**src/rtl/regfile_pkg.sv**
```systemverilog
// Shared types and default sizes for the parametrised register file.
// No logic; imported by the read port and the top.
package regfile_pkg;

    typedef enum logic {
        RF_CLEAR = 1'b0,
        RF_READY = 1'b1
    } rf_state_t;

    localparam int RF_DATA_W   = 16;
    localparam int RF_DEPTH    = 16;
    localparam int RF_NUM_READ = 2;

endpackage : regfile_pkg

```
**src/rtl/regfile_read_port.sv**
```systemverilog
// One combinational read path: range check, zero register, write bypass, storage mux.
// Latency: zero cycles; no backpressure, reads return 0 while the file is not ready.
module regfile_read_port
    import regfile_pkg::*;
#(
    parameter int DATA_W   = RF_DATA_W,
    parameter int DEPTH    = RF_DEPTH,
    parameter int AW       = $clog2(DEPTH),
    parameter bit BYPASS   = 1'b1,
    parameter bit ZERO_REG = 1'b0
) (
    input  logic                          ready_i,
    input  logic [AW-1:0]                 rd_addr_i,
    input  logic [DEPTH-1:0][DATA_W-1:0]  mem_i,
    input  logic                          wr_acc_i,
    input  logic [AW-1:0]                 wr_addr_i,
    input  logic [DATA_W-1:0]             wr_data_i,
    output logic [DATA_W-1:0]             rd_data_o
);

    logic in_range;
    logic is_zero_reg;
    logic hit_bypass;

    assign in_range    = 32'(rd_addr_i) < 32'(DEPTH);
    assign is_zero_reg = ZERO_REG && (rd_addr_i == '0);
    assign hit_bypass  = BYPASS && wr_acc_i && (wr_addr_i == rd_addr_i);

    // Range and zero-register checks gate the storage index, so an
    // out-of-range address never selects a non-existent entry.
    always_comb begin
        rd_data_o = '0;
        if (ready_i && in_range && !is_zero_reg) begin
            if (hit_bypass) begin
                rd_data_o = wr_data_i;
            end else begin
                rd_data_o = mem_i[rd_addr_i];
            end
        end
    end

endmodule : regfile_read_port

```
**src/rtl/regfile_param.sv**
```systemverilog
// Parametrised multi-port register file with a clear sequencer that zeroes every entry after reset or clr.
// Latency: reads combinational, writes land at the posedge; writes are refused while ready is low (DEPTH cycles per clear).
module regfile_param
    import regfile_pkg::*;
#(
    parameter int DATA_W   = RF_DATA_W,
    parameter int DEPTH    = RF_DEPTH,
    parameter int NUM_READ = RF_NUM_READ,
    parameter bit BYPASS   = 1'b1,
    parameter bit ZERO_REG = 1'b0,
    localparam int AW      = $clog2(DEPTH)
) (
    input  logic                         clk,
    input  logic                         rst_n,
    input  logic                         clr,
    input  logic                         wr_en,
    input  logic [AW-1:0]                wr_addr,
    input  logic [DATA_W-1:0]            wr_data,
    input  logic [NUM_READ*AW-1:0]       rd_addr,
    output logic [NUM_READ*DATA_W-1:0]   rd_data,
    output logic                         ready
);

    localparam logic [AW-1:0] LAST_PTR = AW'(DEPTH - 1);

    rf_state_t                   state_q, state_d;
    logic [AW-1:0]               clr_ptr_q, clr_ptr_d;
    logic [DEPTH-1:0][DATA_W-1:0] mem_q;

    logic wr_in_range;
    logic wr_acc;

    assign ready       = (state_q == RF_READY);
    assign wr_in_range = 32'(wr_addr) < 32'(DEPTH);
    assign wr_acc      = ready && wr_en && !clr && wr_in_range
                         && !(ZERO_REG && (wr_addr == '0));

    always_ff @(posedge clk or negedge rst_n) begin
        if (!rst_n) begin
            state_q   <= RF_CLEAR;
            clr_ptr_q <= '0;
        end else begin
            state_q   <= state_d;
            clr_ptr_q <= clr_ptr_d;
        end
    end

    always_comb begin
        state_d   = state_q;
        clr_ptr_d = clr_ptr_q;
        case (state_q)
            RF_CLEAR: begin
                if (clr_ptr_q == LAST_PTR) begin
                    state_d   = RF_READY;
                    clr_ptr_d = '0;
                end else begin
                    clr_ptr_d = clr_ptr_q + AW'(1);
                end
            end
            RF_READY: begin
                if (clr) begin
                    state_d   = RF_CLEAR;
                    clr_ptr_d = '0;
                end
            end
            default: begin
                state_d   = RF_CLEAR;
                clr_ptr_d = '0;
            end
        endcase
    end

    // Storage carries no reset; the sequencer is the only thing that defines it.
    always_ff @(posedge clk) begin
        if (state_q == RF_CLEAR) begin
            mem_q[clr_ptr_q] <= '0;
        end else if (wr_acc) begin
            mem_q[wr_addr] <= wr_data;
        end
    end

    for (genvar k = 0; k < NUM_READ; k++) begin : g_rd
        regfile_read_port #(
            .DATA_W  (DATA_W),
            .DEPTH   (DEPTH),
            .AW      (AW),
            .BYPASS  (BYPASS),
            .ZERO_REG(ZERO_REG)
        ) u_rd (
            .ready_i  (ready),
            .rd_addr_i(rd_addr[k*AW +: AW]),
            .mem_i    (mem_q),
            .wr_acc_i (wr_acc),
            .wr_addr_i(wr_addr),
            .wr_data_i(wr_data),
            .rd_data_o(rd_data[k*DATA_W +: DATA_W])
        );
    end

endmodule : regfile_param

```
**config.mk**
```make
export PLATFORM = sky130hd
export DESIGN_NAME = regfile_param
export DESIGN_NICKNAME = d
export VERILOG_FILES = /design/src/rtl/regfile_pkg.sv /design/src/rtl/regfile_read_port.sv /design/src/rtl/regfile_param.sv
export SDC_FILE = /design/constraint.sdc
export NUM_CORES = 1
export LEC_CHECK = 0
export BUFFER_PORTS_ARGS = -buffer_cell sky130_fd_sc_hd__buf_2
export CAP_MARGIN = 20
export CORE_ASPECT_RATIO = 0.9
export CORE_MARGIN = 4
export CORE_UTILIZATION = 38
export DETAILED_ROUTE_END_ITERATION = 8
export SYNTH_ARGS = -nofsm -noshare
export SYNTH_HDL_FRONTEND = slang
export SYNTH_SLANG_ARGS = --single-unit
```
**constraint.sdc**
```tcl
create_clock -name clk -period 3.4 [get_ports clk]
set_input_delay 0.85 -clock clk [delete_from_list [all_inputs] [get_ports clk]]
set_output_delay 0.85 -clock clk [all_outputs]
set_load 0.005 [all_outputs]
```
== After elaboration in Yosys (flattened, before gate mapping) ==
Cells that the tools add are included.
Storage, ports and cells
  register bits after elaboration: 261
  bits in latches: 0
  memory bits (writable): 0
  ROM bits: 0
  output and inout bits: 33
  logic and storage cells: 61
  memories kept: 0
Operators by class
  add/sub/neg operators: 1
  multiply operators: 0
  div/mod/pow operators: 0
  order comparisons: 6
  equality and inequality tests: 5
  shift operators: 0
  muxes and demuxes: 21
  bitwise gates (word level): 3
  reductions and logical operators: 7
Operators with widths (number)
  two-way mux 256 bit: 2
  bitwise AND 256 bit: 1
  bitwise mux 256 bit: 1
  NOT 256 bit: 1
  binary-select mux 16 bit (select 4 bit): 2
  demux 16 bit (select 4 bit): 2
  two-way mux 16 bit: 8
  < comparator 4 x 5 -> 1 bit, second input constant: 4
  == test 4 bit: 2
  >= comparator 4 x 1 -> 1 bit, second input constant: 2
  two-way mux 4 bit: 2
  case mux 4 bit (2 select lines): 1
  logical AND 1 bit: 6
  adder 4 x 1 -> 4 bit, second input constant: 1
  == test 4 bit, second input constant: 1
  two-way mux 1 bit: 2
  inequality test 2 x 1 -> 1 bit, second input constant: 1
  inequality test 2 bit, second input constant: 1
  case mux 1 bit (2 select lines): 1
  zero test 1 bit: 1
  NOT 1 bit: 1

== Logic depth before layout (Yosys ltp) ==
Gate-level depths: netlist (run 1).
  depth after elaboration: 7
  depth in mapped cells: 7
  depth with buffers taken out: 5

== Modules after synthesis ==
Synthesis (run 1) repeated with hierarchy kept, for this count alone.
Second synthesis, totals
  cells, all modules: 1093
  area, all modules: 15795.1 um2
By module, submodules not included
  regfile_param: instances 1, cells an instance 765, area an instance 11360.9 um2, seq. area each 7812.5 um2
  regfile_read_port: instances 2, cells an instance 164, area an instance 2217.1 um2, seq. area each 0.0 um2

== Worst setup path before layout (run 1) ==
No wires, ideal clock.
  path kind: input -> register
  start point: in wr_addr[3]
  end point: reg mem_q[64] (netlist name), enable pin
  setup time: 0.411 ns
  data arrival time: 2.899 ns
  path slack: 0.089 ns
  stages on the path: 7
  cells stage by stage: buf_2 nand2b_1 clkbuf_1 nor3_1 inv_1 clkbuf_1 o21ai_0
RTL lines
  start: declaration: line regfile_param.sv:17  | input logic [AW-1:0] wr_addr,
  end signal: indexed assignment: line regfile_param.sv:78  | mem_q[wr_addr] <= wr_data;
  end: declaration: line regfile_param.sv:28  | logic [DEPTH-1:0][DATA_W-1:0] mem_q;

== Worst setup path after layout (run 1) ==
  start point: in rd_addr[0]
  end point: out rd_data[0]
On the way
  longest elaborated chain between the ends: 4
Ends and longest elaborated chain
  start: declaration: line regfile_param.sv:19  | input logic [NUM_READ*AW-1:0] rd_addr,
  binary-select mux 16 bit (select 4 bit) or == test 4 bit (tied branches): line regfile_read_port.sv:37, regfile_read_port.sv:27
  two-way mux 16 bit (not written as such) or logical AND 1 bit (tied branches): line regfile_read_port.sv:37, regfile_read_port.sv:27
  two-way mux 16 bit *: line regfile_read_port.sv:34  | if (hit_bypass) begin
  two-way mux 16 bit *: line regfile_read_port.sv:33  | if (ready_i && in_range && !is_zero_reg) begin
  end: declaration: line regfile_param.sv:20  | output logic [NUM_READ*DATA_W-1:0] rd_data,
Mark *: on every way between the ends. The rest lies on a longest branch, timed or not. The select of a mux whose other input is x is not followed.

==> Flow_metrics.wiki, run 1 <==
{| class="wikitable"
! Metric !! Value
|-
| Outcome || finished, violations left
|-
| Violated checks || setup timing
|-
| Path length in cells of the critical path || 8
|-
| Complex-gate fraction of the synthesized area || 17.9%
|-
| Later-pin clock latency in the skew report || 0.56 ns
|-
| Final Wtd Congestion || 0.938
|-
| IO Pins || 65
|-
| Wire length on met1 || 22000 um
|-
| Pin count of the biggest net entering global routing || 73
|-
| Crit path required time || 2.55 ns
|-
| Total detailed-routing wirelength || 54900 um
|-
| Syn_nets || 1220
|-
| Internal power component || 10.5 mW
|-
| Class of the most critical setup path || in2out
|-
| Data arrival time of the worst path || 2.56 ns
|-
| Sequential Power Share || 41.6%
|-
| Post-Route Skew || 0.0117 ns
|-
| Num CTS Buffers || 28
|-
| Routed met3 length || 7230 um
|-
| Maximum fanout along the worst path || 6
|-
| Parity-gate share of the synthesized area counting xor and xnor cells || 0.520%
|-
| Fraction of post-synthesis cell area in the top cell type by area || 50.7%
|-
| Vias || 12200
|-
| MaxCap Viol Count || 0
|-
| Area growth from synthesis to layout || 19.7%
|-
| Syn Inst Count || 1184
|-
| End-of-flow core utilization || 46.0%
|-
| Reg2reg path depth || 6
|-
| Detailed-route DRC error count || 0
|-
| Cell variety after synth || 34
|-
| # fillers || 3533
|-
| Portion of total power attributed to the clock network || 18.2%
|-
| Post-synthesis simple-gate area fraction || 7.09%
|-
| Count of routing violations after the opening detailed-route iteration || 1756
|-
| Level count of the clock H-tree || 1
|-
| Net switching component of the power || 6.33 mW
|-
| Post-place setup slack || -0.111 ns
|-
| Mux contribution to synthesized area || 19.0%
|-
| Gr usage total || 24.5%
|-
| Fin crit period || 3.41 ns
|-
| Worst min-delay path class || in2async
|-
| Total Power || 16.8 mW
|-
| Clock Sink Count || 261
|-
| Die Y-Extent || 198 um
|-
| CTS hold repair buffers || 0
|-
| Clock transition at the register clock pins on the worst setup and hold paths after CTS || 0.07 ns
|-
| End of the worst register-to-register path || mem_q[157]$_DFFE_PP_
|-
| CTS tree || yes
|-
| Max-Slew Margin vs Limit || 36.0%
|-
| Highest attainable clock frequency || 0.293 GHz
|-
| Cell with the largest stage delay on the worst path || sky130_fd_sc_hd__mux4_2
|-
| Core region area || 39500 um^2
|-
| Leading area contributor after synthesis || sky130_fd_sc_hd__edfxtp_1
|-
| Fin nets || 1336
|-
| Part of the power in combinational logic || 40.2%
|-
| Die area || 43200 um^2
|-
| Cell with the most instances on the worst path || sky130_fd_sc_hd__buf_12
|-
| Antenna-violating nets left || 0
|-
| Initial core utilization || 38.5%
|-
| Power per cell area || 927 nW/um^2
|-
| Mapped Avg Cell Area || 12.8 um^2
|-
| Deepest clock path buffer count || 3
|-
| Max rail drop VDD || 0.00103 V
|-
| Post-Synth Adder-Cell Area || 0.330%
|-
| Post-detailed-route via-to-cell ratio || 6.61
|-
| Worst reg2reg setup slack || 1.31 ns
|-
| Share of the clock period used by the worst path || 100%
|-
| Chain of cells forming the critical path || buf_8 -> buf_12 -> buf_12 -> mux4_2 -> a22o_1 -> nor2_1 -> o22ai_2 -> buf_2
|-
| Number of buffer and inverter instances along the worst setup path || 4
|-
| Highest routed metal layer || met5
|-
| Number of iterations in the first detailed-routing pass || 6
|-
| Main combinational cell family by area after synthesis || multiplexers
|-
| Port-buffer cells || 64
|-
| Final hold violations || 0
|-
| Cell area after synthesis || 15200 um^2
|-
| Worst path max stage delay || 0.51 ns
|-
| Slew at the pin closest to its max-slew limit || 0.956 ns
|-
| Mean routed wirelength per cell || 29.6 um
|-
| Max-slew violations || 0
|-
| Static Leak || 6.90 nW
|-
| Layout cell share with drive strength beyond 1 || 30.9%
|-
| Endpoint kind of the worst setup timing path || primary output
|-
| Clk Tree Root Cell || sky130_fd_sc_hd__clkbuf_16
|-
| Number of core rows || 69
|-
| Sequential fraction of the synthesis area || 51.5%
|-
| Switching part of the total || 37.6%
|-
| Worst Setup Slack, final || -0.00753 ns
|-
| Grt total ovfl || 0
|-
| First-pass GRT wire length || 78300 um
|-
| Die Width || 219 um
|-
| Antenna violations before repair || 1
|-
| Number of global-route vias before repair || 11700
|-
| # setup viols final || 1
|-
| Total length of routed met2 wires || 23800 um
|-
| Placed wire-length estimate after detailed placement || 36300 um
|-
| Unrepaired setup endpoints after global routing || false
|-
| Synth Register Bits || 261
|-
| Most area-consuming cells after synthesis || sky130_fd_sc_hd__edfxtp_1 (51%), sky130_fd_sc_hd__mux4_2 (19%), sky130_fd_sc_hd__a22o_1 (10%)
|-
| Yosys warns || 0
|-
| Largest delay share family, worst path || buffers and inverters
|-
| FF-to-FF Start || ready$_DFF_PN0_
|-
| Crit path launch type || input pin
|}
## state kept, by name, summed over array words and instances (netlist names)
signal,cells
clr_ptr_q,4
mem_q,256
ready,1
## worst max-delay path by stage
| stage | startpoint | endpoint |
|---|---|---|
| after CTS | rd_addr[0] | rd_data[0] |
| after detailed placement | rd_addr[3] | rd_data[15] |
| after floorplan | wr_addr[3] | mem_q[64]$_DFFE_PP_ |
| after global routing | clr | rd_data[9] |
| after global placement | wr_addr[0] | rd_data[15] |
| final | rd_addr[0] | rd_data[0] |
## per-layer routing
metal	vias to the layer above	global-route usage [%]
met2	988	36.1
met4	2	6.93
met1	6142	35.9
li1	4975	-
met3	140	6.46
met5	-	0
## worst reg2reg max path: cells and delay by family (launching register included)
| kind | cells | cell delay (ns) |
|---|---|---|
| DFF | 1 | 0.39 |
| AOI/OAI and AO/OA | 1 | 0.50 |
| and+or+nand+nor | 2 | 0.25 |
| buffers and inverters | 3 | 0.66 |
## layout by cell type, fill, tap and decap left out, types with 4 or more instances in the layout
master,instances
sky130_fd_sc_hd__o21ai_0,146
sky130_fd_sc_hd__mux4_2,128
sky130_fd_sc_hd__nand2b_1,4
sky130_fd_sc_hd__clkinv_2,6
sky130_fd_sc_hd__xor2_1,4
sky130_fd_sc_hd__o22ai_1,26
sky130_fd_sc_hd__a22o_1,176
sky130_fd_sc_hd__edfxtp_1,256
sky130_fd_sc_hd__nor2_1,42
sky130_fd_sc_hd__ha_1,4
sky130_fd_sc_hd__clkinv_1,6
sky130_fd_sc_hd__buf_12,17
sky130_fd_sc_hd__buf_2,62
sky130_fd_sc_hd__clkbuf_16,33
sky130_fd_sc_hd__xnor2_1,4
sky130_fd_sc_hd__clkbuf_1,4
sky130_fd_sc_hd__nand2_1,167
sky130_fd_sc_hd__nor3_1,5
sky130_fd_sc_hd__nor2b_1,6
sky130_fd_sc_hd__and2_1,18
sky130_fd_sc_hd__o21ai_1,6
sky130_fd_sc_hd__a21oi_1,14
sky130_fd_sc_hd__inv_1,8
sky130_fd_sc_hd__dfrtp_1,4
sky130_fd_sc_hd__buf_4,126
sky130_fd_sc_hd__o22ai_2,5
## synth_stat cells
library cell and n:
sky130_fd_sc_hd__edfxtp_1 256, sky130_fd_sc_hd__a22o_1 176, sky130_fd_sc_hd__nand2_1 167, sky130_fd_sc_hd__o21ai_0 155, sky130_fd_sc_hd__mux4_2 128, sky130_fd_sc_hd__clkbuf_1 98
sky130_fd_sc_hd__nor2_1 43, sky130_fd_sc_hd__o22ai_1 32, sky130_fd_sc_hd__buf_2 19, sky130_fd_sc_hd__and2_1 18, sky130_fd_sc_hd__a21oi_1 14, sky130_fd_sc_hd__buf_1 9
sky130_fd_sc_hd__inv_1 8, sky130_fd_sc_hd__o31ai_1 7, sky130_fd_sc_hd__nor2b_1 6, sky130_fd_sc_hd__dfrtp_1 5, sky130_fd_sc_hd__nor3_1 5, sky130_fd_sc_hd__xnor2_1 5
sky130_fd_sc_hd__a31oi_1 4, sky130_fd_sc_hd__ha_1 4, sky130_fd_sc_hd__nand2b_1 4, sky130_fd_sc_hd__xor2_1 4, sky130_fd_sc_hd__nand3_1 3, sky130_fd_sc_hd__buf_6 2
sky130_fd_sc_hd__nand4b_1 2, sky130_fd_sc_hd__or4_1 2, sky130_fd_sc_hd__a21o_1 1, sky130_fd_sc_hd__and2b_4 1, sky130_fd_sc_hd__buf_4 1, sky130_fd_sc_hd__nand2_4 1
sky130_fd_sc_hd__nand4_1 1, sky130_fd_sc_hd__nor4_2 1, sky130_fd_sc_hd__o41ai_2 1, sky130_fd_sc_hd__o41ai_4 1
## metrics by stage
step	hold slack, ns	TNS [ns]	instance area (um^2)	std cells
after floorplan	0.515	0	15200	1184
after global placement	0.550	-0.126	17000	1782
after detailed placement	0.561	-0.140	17000	1782
after CTS	0.0709	0	17900	1835
after global routing	0.0824	0	18200	1851
final	0.0900	-0.00753	18200	1852
## cell families (layout without fill, tap and decap cells)
logic type               Yosys count  after routing
flip-flops                       261            261
multiplexers                     128            128
AO/OA/AOI/OAI                    391            391
other                              0              1
adder cells (fa/ha/maj)            4              4
buffers and inverters            137            272
AND/OR/NAND/NOR                  254            254
XOR/XNOR                           9              9
## power by group through the flow
stage | registers, mW | logic (mW) | clock network (mW)
global route | 7.19 | 7.14 | 3.24
CTS | 6.97 | 6.56 | 3.11
finish | 7.01 | 6.77 | 3.07
floorplan | 6.57 | 4.17 | 0
detailed placement | 6.99 | 6.54 | 0
global placement | 6.92 | 6.37 | 0
## final cells by class
type                    instances  area, um^2  share of cell area [%]
multi-input cells             786        6960                    38.3
well taps                     532         666                    3.66
clock buffers                  33         741                    4.08
repair buffers                215        1800                    9.91
inverters                       8        30.0                   0.165
flip-flops and latches        261        7810                    43.0
diodes                          1        2.50                  0.0138
clock inverters                16         150                   0.827
## what timing repair did
item | in CTS | in global routing
endpoints found under the setup margin | 2 | 21
gates resized for setup | 4 | 15
setup buffers | 4 | 11
gates cloned | 0 | 5
pin swaps | 0 | 2
Power figures use the tool's default switching activity.
==> run 2, diff against run 1 <==
--- a/config.mk
+++ b/config.mk
@@ -13,4 +13,5 @@
 export DETAILED_ROUTE_END_ITERATION = 8
 export SYNTH_ARGS = -nofsm -noshare
 export SYNTH_HDL_FRONTEND = slang
+export SYNTH_HIERARCHICAL = 1
 export SYNTH_SLANG_ARGS = --single-unit
==> Flow_metrics.wiki, run 2 <==
{| class="wikitable"
! Metric !! Value
|-
| Layout cell share with drive strength beyond 1 || 32.5% (+1.6 points)
|-
| Outcome || finished, violations left
|-
| Cell variety after synth || 46 (+35%)
|-
| Max-slew violations || 0 (unchanged)
|-
| Crit path required time || 2.55 ns (about the same)
|-
| Level count of the clock H-tree || 1 (unchanged)
|-
| Share of the clock period used by the worst path || 100% (-0.20 points)
|-
| Detailed-route DRC error count || 0 (unchanged)
|-
| CTS tree || yes
|-
| Most frequent cells in the layout || sky130_fd_sc_hd__edfxtp_1 (256), sky130_fd_sc_hd__a22o_1 (224), sky130_fd_sc_hd__nand2_1 (116), sky130_fd_sc_hd__buf_4 (94), sky130_fd_sc_hd__mux4_2 (85)
|-
| IO Pins || 65 (unchanged)
|-
| Num CTS Buffers || 30 (+7.1%)
|-
| Endpoint kind of the worst setup timing path || primary output
|-
| Multi-input logic area || 7440 um^2 (+6.9%)
|-
| Clock transition at the register clock pins on the worst setup and hold paths after CTS || 0.07 ns (about the same)
|-
| Highest attainable clock frequency || 0.294 GHz (+0.20%)
|-
| Syn_nets || 1129 (-7.5%)
|-
| Most numerous cell types in the synthesized netlist || sky130_fd_sc_hd__edfxtp_1 (256), sky130_fd_sc_hd__a22o_1 (224), sky130_fd_sc_hd__nand2_1 (118)
|-
| Post-Route Skew || 0.0155 ns (+0.00377 ns)
|-
| Maximum fanout along the worst path || 7 (+1)
|-
| Gr usage total || 22.5% (-2.0 points)
|-
| Data arrival time of the worst path || 2.55 ns (about the same)
|-
| Vias || 11700 (-4.1%)
|-
| Cell area after synthesis || 15800 um^2 (+4.1%)
|-
| Antenna violations before repair || 0 (-1)
|-
| Crit path launch || rd_addr[0]
|-
| Cell with the largest stage delay on the worst path || sky130_fd_sc_hd__mux4_2
|-
| Clk Tree Root Cell || sky130_fd_sc_hd__clkbuf_16
|-
| Placed wire-length estimate after detailed placement || 34500 um (-4.9%)
|-
| Final Wtd Congestion || 0.848 (-9.6%)
|-
| Crit path launch type || input pin
|-
| Yosys warns || 6 (+6)
|-
| Mapped Avg Cell Area || 14.5 um^2 (+13%)
|-
| Post-detailed-route via-to-cell ratio || 6.67 (+0.88%)
|-
| Static Leak || 7.38 nW (+7.0%)
|-
| Total detailed-routing wirelength || 52700 um (-4.0%)
|-
| Fin nets || 1234 (-7.6%)
|-
| Mean routed wirelength per cell || 29.9 um (+0.97%)
|-
| Max-Slew Margin vs Limit || 41.3% (+5.3 points)
|-
| Number of iterations in the first detailed-routing pass || 5 (-1)
|-
| Total Power || 15.4 mW (-8.5%)
|-
| Grt total ovfl || 0 (unchanged)
|-
| Number of global-route vias before repair || 11500 (-1.2%)
|-
| FF-to-FF Start || ready$_DFF_PN0_
|-
| Aggregate negative setup slack || -0.000721 ns (+0.00681 ns)
|-
| First-pass GRT wire length || 77500 um (-1.1%)
|-
| Die Width || 223 um (+2.0%)
|-
| Unrepaired setup endpoints after global routing || true
|-
| Worst Setup Slack, final || -0.000721 ns (+0.00681 ns)
|-
| Number of diodes || 0 (-1)
|-
| MaxCap Viol Count || 0 (unchanged)
|-
| Worst path max stage delay || 0.50 ns (about the same)
|-
| Deepest clock path buffer count || 3 (unchanged)
|-
| CTS hold repair buffers || 0 (unchanged)
|-
| Fraction of post-synthesis cell area in the top cell type by area || 48.7% (-2.0 points)
|-
| Final hold violations || 0 (unchanged)
|-
| Class of the most critical setup path || in2out
|-
| Area growth from synthesis to layout || 18.1%
|-
| Top FF cell, synth || sky130_fd_sc_hd__edfxtp_1
|-
| Power per cell area || 826 nW/um^2 (-11%)
|-
| Port-buffer cells || 64 (unchanged)
|-
| Cell with the most instances on the worst path || sky130_fd_sc_hd__buf_12
|-
| Synth Register Bits || 261 (unchanged)
|-
| Most area-consuming cells after synthesis || sky130_fd_sc_hd__edfxtp_1 (49%), sky130_fd_sc_hd__a22o_1 (12%), sky130_fd_sc_hd__mux4_2 (12%)
|-
| Flip-flop count of the largest register, all copies and words added || 256 (unchanged)
|-
| Antenna-violating nets left || 0 (unchanged)
|-
| Leading area contributor after synthesis || sky130_fd_sc_hd__edfxtp_1
|-
| Clock Sink Count || 261 (unchanged)
|-
| Die area || 44900 um^2 (+3.9%)
|-
| Max rail drop VDD || 0.000421 V (-59%)
|-
| Core region area || 40800 um^2 (+3.4%)
|-
| # setup viols final || 1 (unchanged)
|-
| Fin crit period || 3.40 ns (-0.00681 ns)
|-
| Most common cell after layout, fill and taps aside || sky130_fd_sc_hd__edfxtp_1
|-
| Initial core utilization || 38.7% (+0.24 points)
|-
| Area taken by flip-flops and latches || 7820 um^2 (about the same)
|-
| # fillers || 3633 (+2.8%)
|-
| Count of routing violations after the opening detailed-route iteration || 1474 (-16%)
|-
| Async set or reset register ratio after synthesis || 1.92% (unchanged)
|-
| Pin count of the biggest net entering global routing || 64 (-12%)
|-
| Chain of cells forming the critical path || buf_12 -> buf_12 -> buf_8 -> buf_6 -> mux4_2 -> a22oi_2 -> nand2_2 -> a22o_1 -> buf_2
|-
| Slew at the pin closest to its max-slew limit || 0.881 ns (-0.0756 ns)
|-
| Syn Inst Count || 1093 (-7.7%)
|-
| Later-pin clock latency in the skew report || 0.56 ns (about the same)
|-
| Sequential fraction of the synthesis area || 49.5% (-2.0 points)
|-
| Dominant cell by count in the synthesized netlist || sky130_fd_sc_hd__edfxtp_1
|-
| Worst min-delay path class || in2async
|-
| Violated checks || setup timing
|-
| Number of core rows || 70 (+1.4%)
|-
| Die Y-Extent || 201 um (+1.9%)
|-
| EDFF count, synth || 256 (unchanged)
|-
| Most flop-heavy register || mem_q
|}
-- run 2: cell count changes after synthesis, moves of 32 or more --
cell	delta
sky130_fd_sc_hd__a22oi_1	+64
sky130_fd_sc_hd__mux4_1	+46
sky130_fd_sc_hd__o21ai_0	-84
sky130_fd_sc_hd__nand2_1	-49
sky130_fd_sc_hd__clkbuf_1	-74
sky130_fd_sc_hd__o22ai_1	-32
sky130_fd_sc_hd__a22o_1	+48
sky130_fd_sc_hd__nor2_1	-39
sky130_fd_sc_hd__mux4_2	-46
-- run 2: final timing paths --
path	end	cells past startpoint	slack [ns]
hold / removal	ready$_DFF_PN0_	1	0.08
min in group clk	mem_q[253]$_DFFE_PP_	2	0.58
hold reg to reg	mem_q[253]$_DFFE_PP_	2	0.58
max in group asynchronous	ready$_DFF_PN0_	1	3.17
setup / recovery	rd_data[10]	9	-0.0007
setup reg to reg	mem_q[93]$_DFFE_PP_	3	0.98
-- run 2: what timing repair did --
action / in CTS / in global routing
pin swaps: 1 / 8
gates cloned: 0 / 2
setup buffers: 1 / 9
hold endpoints to repair: 0 / 0
setup endpoints to repair: 29 / 27
gates resized for setup: 15 / 31
-- run 2: layer usage --
metal  part of all wire (%)  vias up  global-route usage [%]
met1                     39     6011                    31.3
met2                     46      790                    36.0
met4                    3.6        0                    6.47
met5                      0        -                       0
li1                       -     4814                       -
met3                     11      133                    4.71
-- run 2: cell type report --
type                    count  area share [%]
clock buffers              36            4.26
clock inverters            19            1.49
inverters                   6           0.121
multi-input cells         712            39.9
flip-flops and latches    261            41.9
well taps                 540            3.62
repair buffers            187            8.73
-- run 2: critical path: cells and delay by family --
| family | cells | cell delay (ns) |
|---|---|---|
| AOI/OAI and AO/OA | 2 | 0.47 |
| and+or+nand+nor | 1 | 0.12 |
| buffers and inverters | 5 | 0.59 |
| muxes | 1 | 0.50 |
-- run 2: report_power, final --
part	internal, mW	switching, mW
Sequential	5.47	1.03
Combinational	2.44	2.92
Clock	2.19	1.37
-- run 2: cell families after synthesis --
logic type / after synthesis / share of synthesized area (%)
AO/OA/AOI/OAI: 391 / 19.7
XOR/XNOR: 9 / 0.499
adder cells (fa/ha/maj): 4 / 0.317
buffers and inverters: 120 / 4.79
flip-flops: 261 / 49.5
multiplexers: 128 / 19.3
AND/OR/NAND/NOR: 180 / 5.85
-- run 2: through the flow --
step	hold slack [ns]	area [um^2]	instances	utilization (%)	setup WS (ns)
final	0.0827	18700	1761	45.7	-0.000721
after global routing	0.0803	18700	1761	45.7	-0.0284
after CTS	0.0725	18400	1751	45.1	0.000511
after detailed placement	0.564	17300	1695	42.3	-0.158
after global placement	0.550	17300	1695	42.3	-0.198
after floorplan	0.515	15800	1093	-	-0.0414
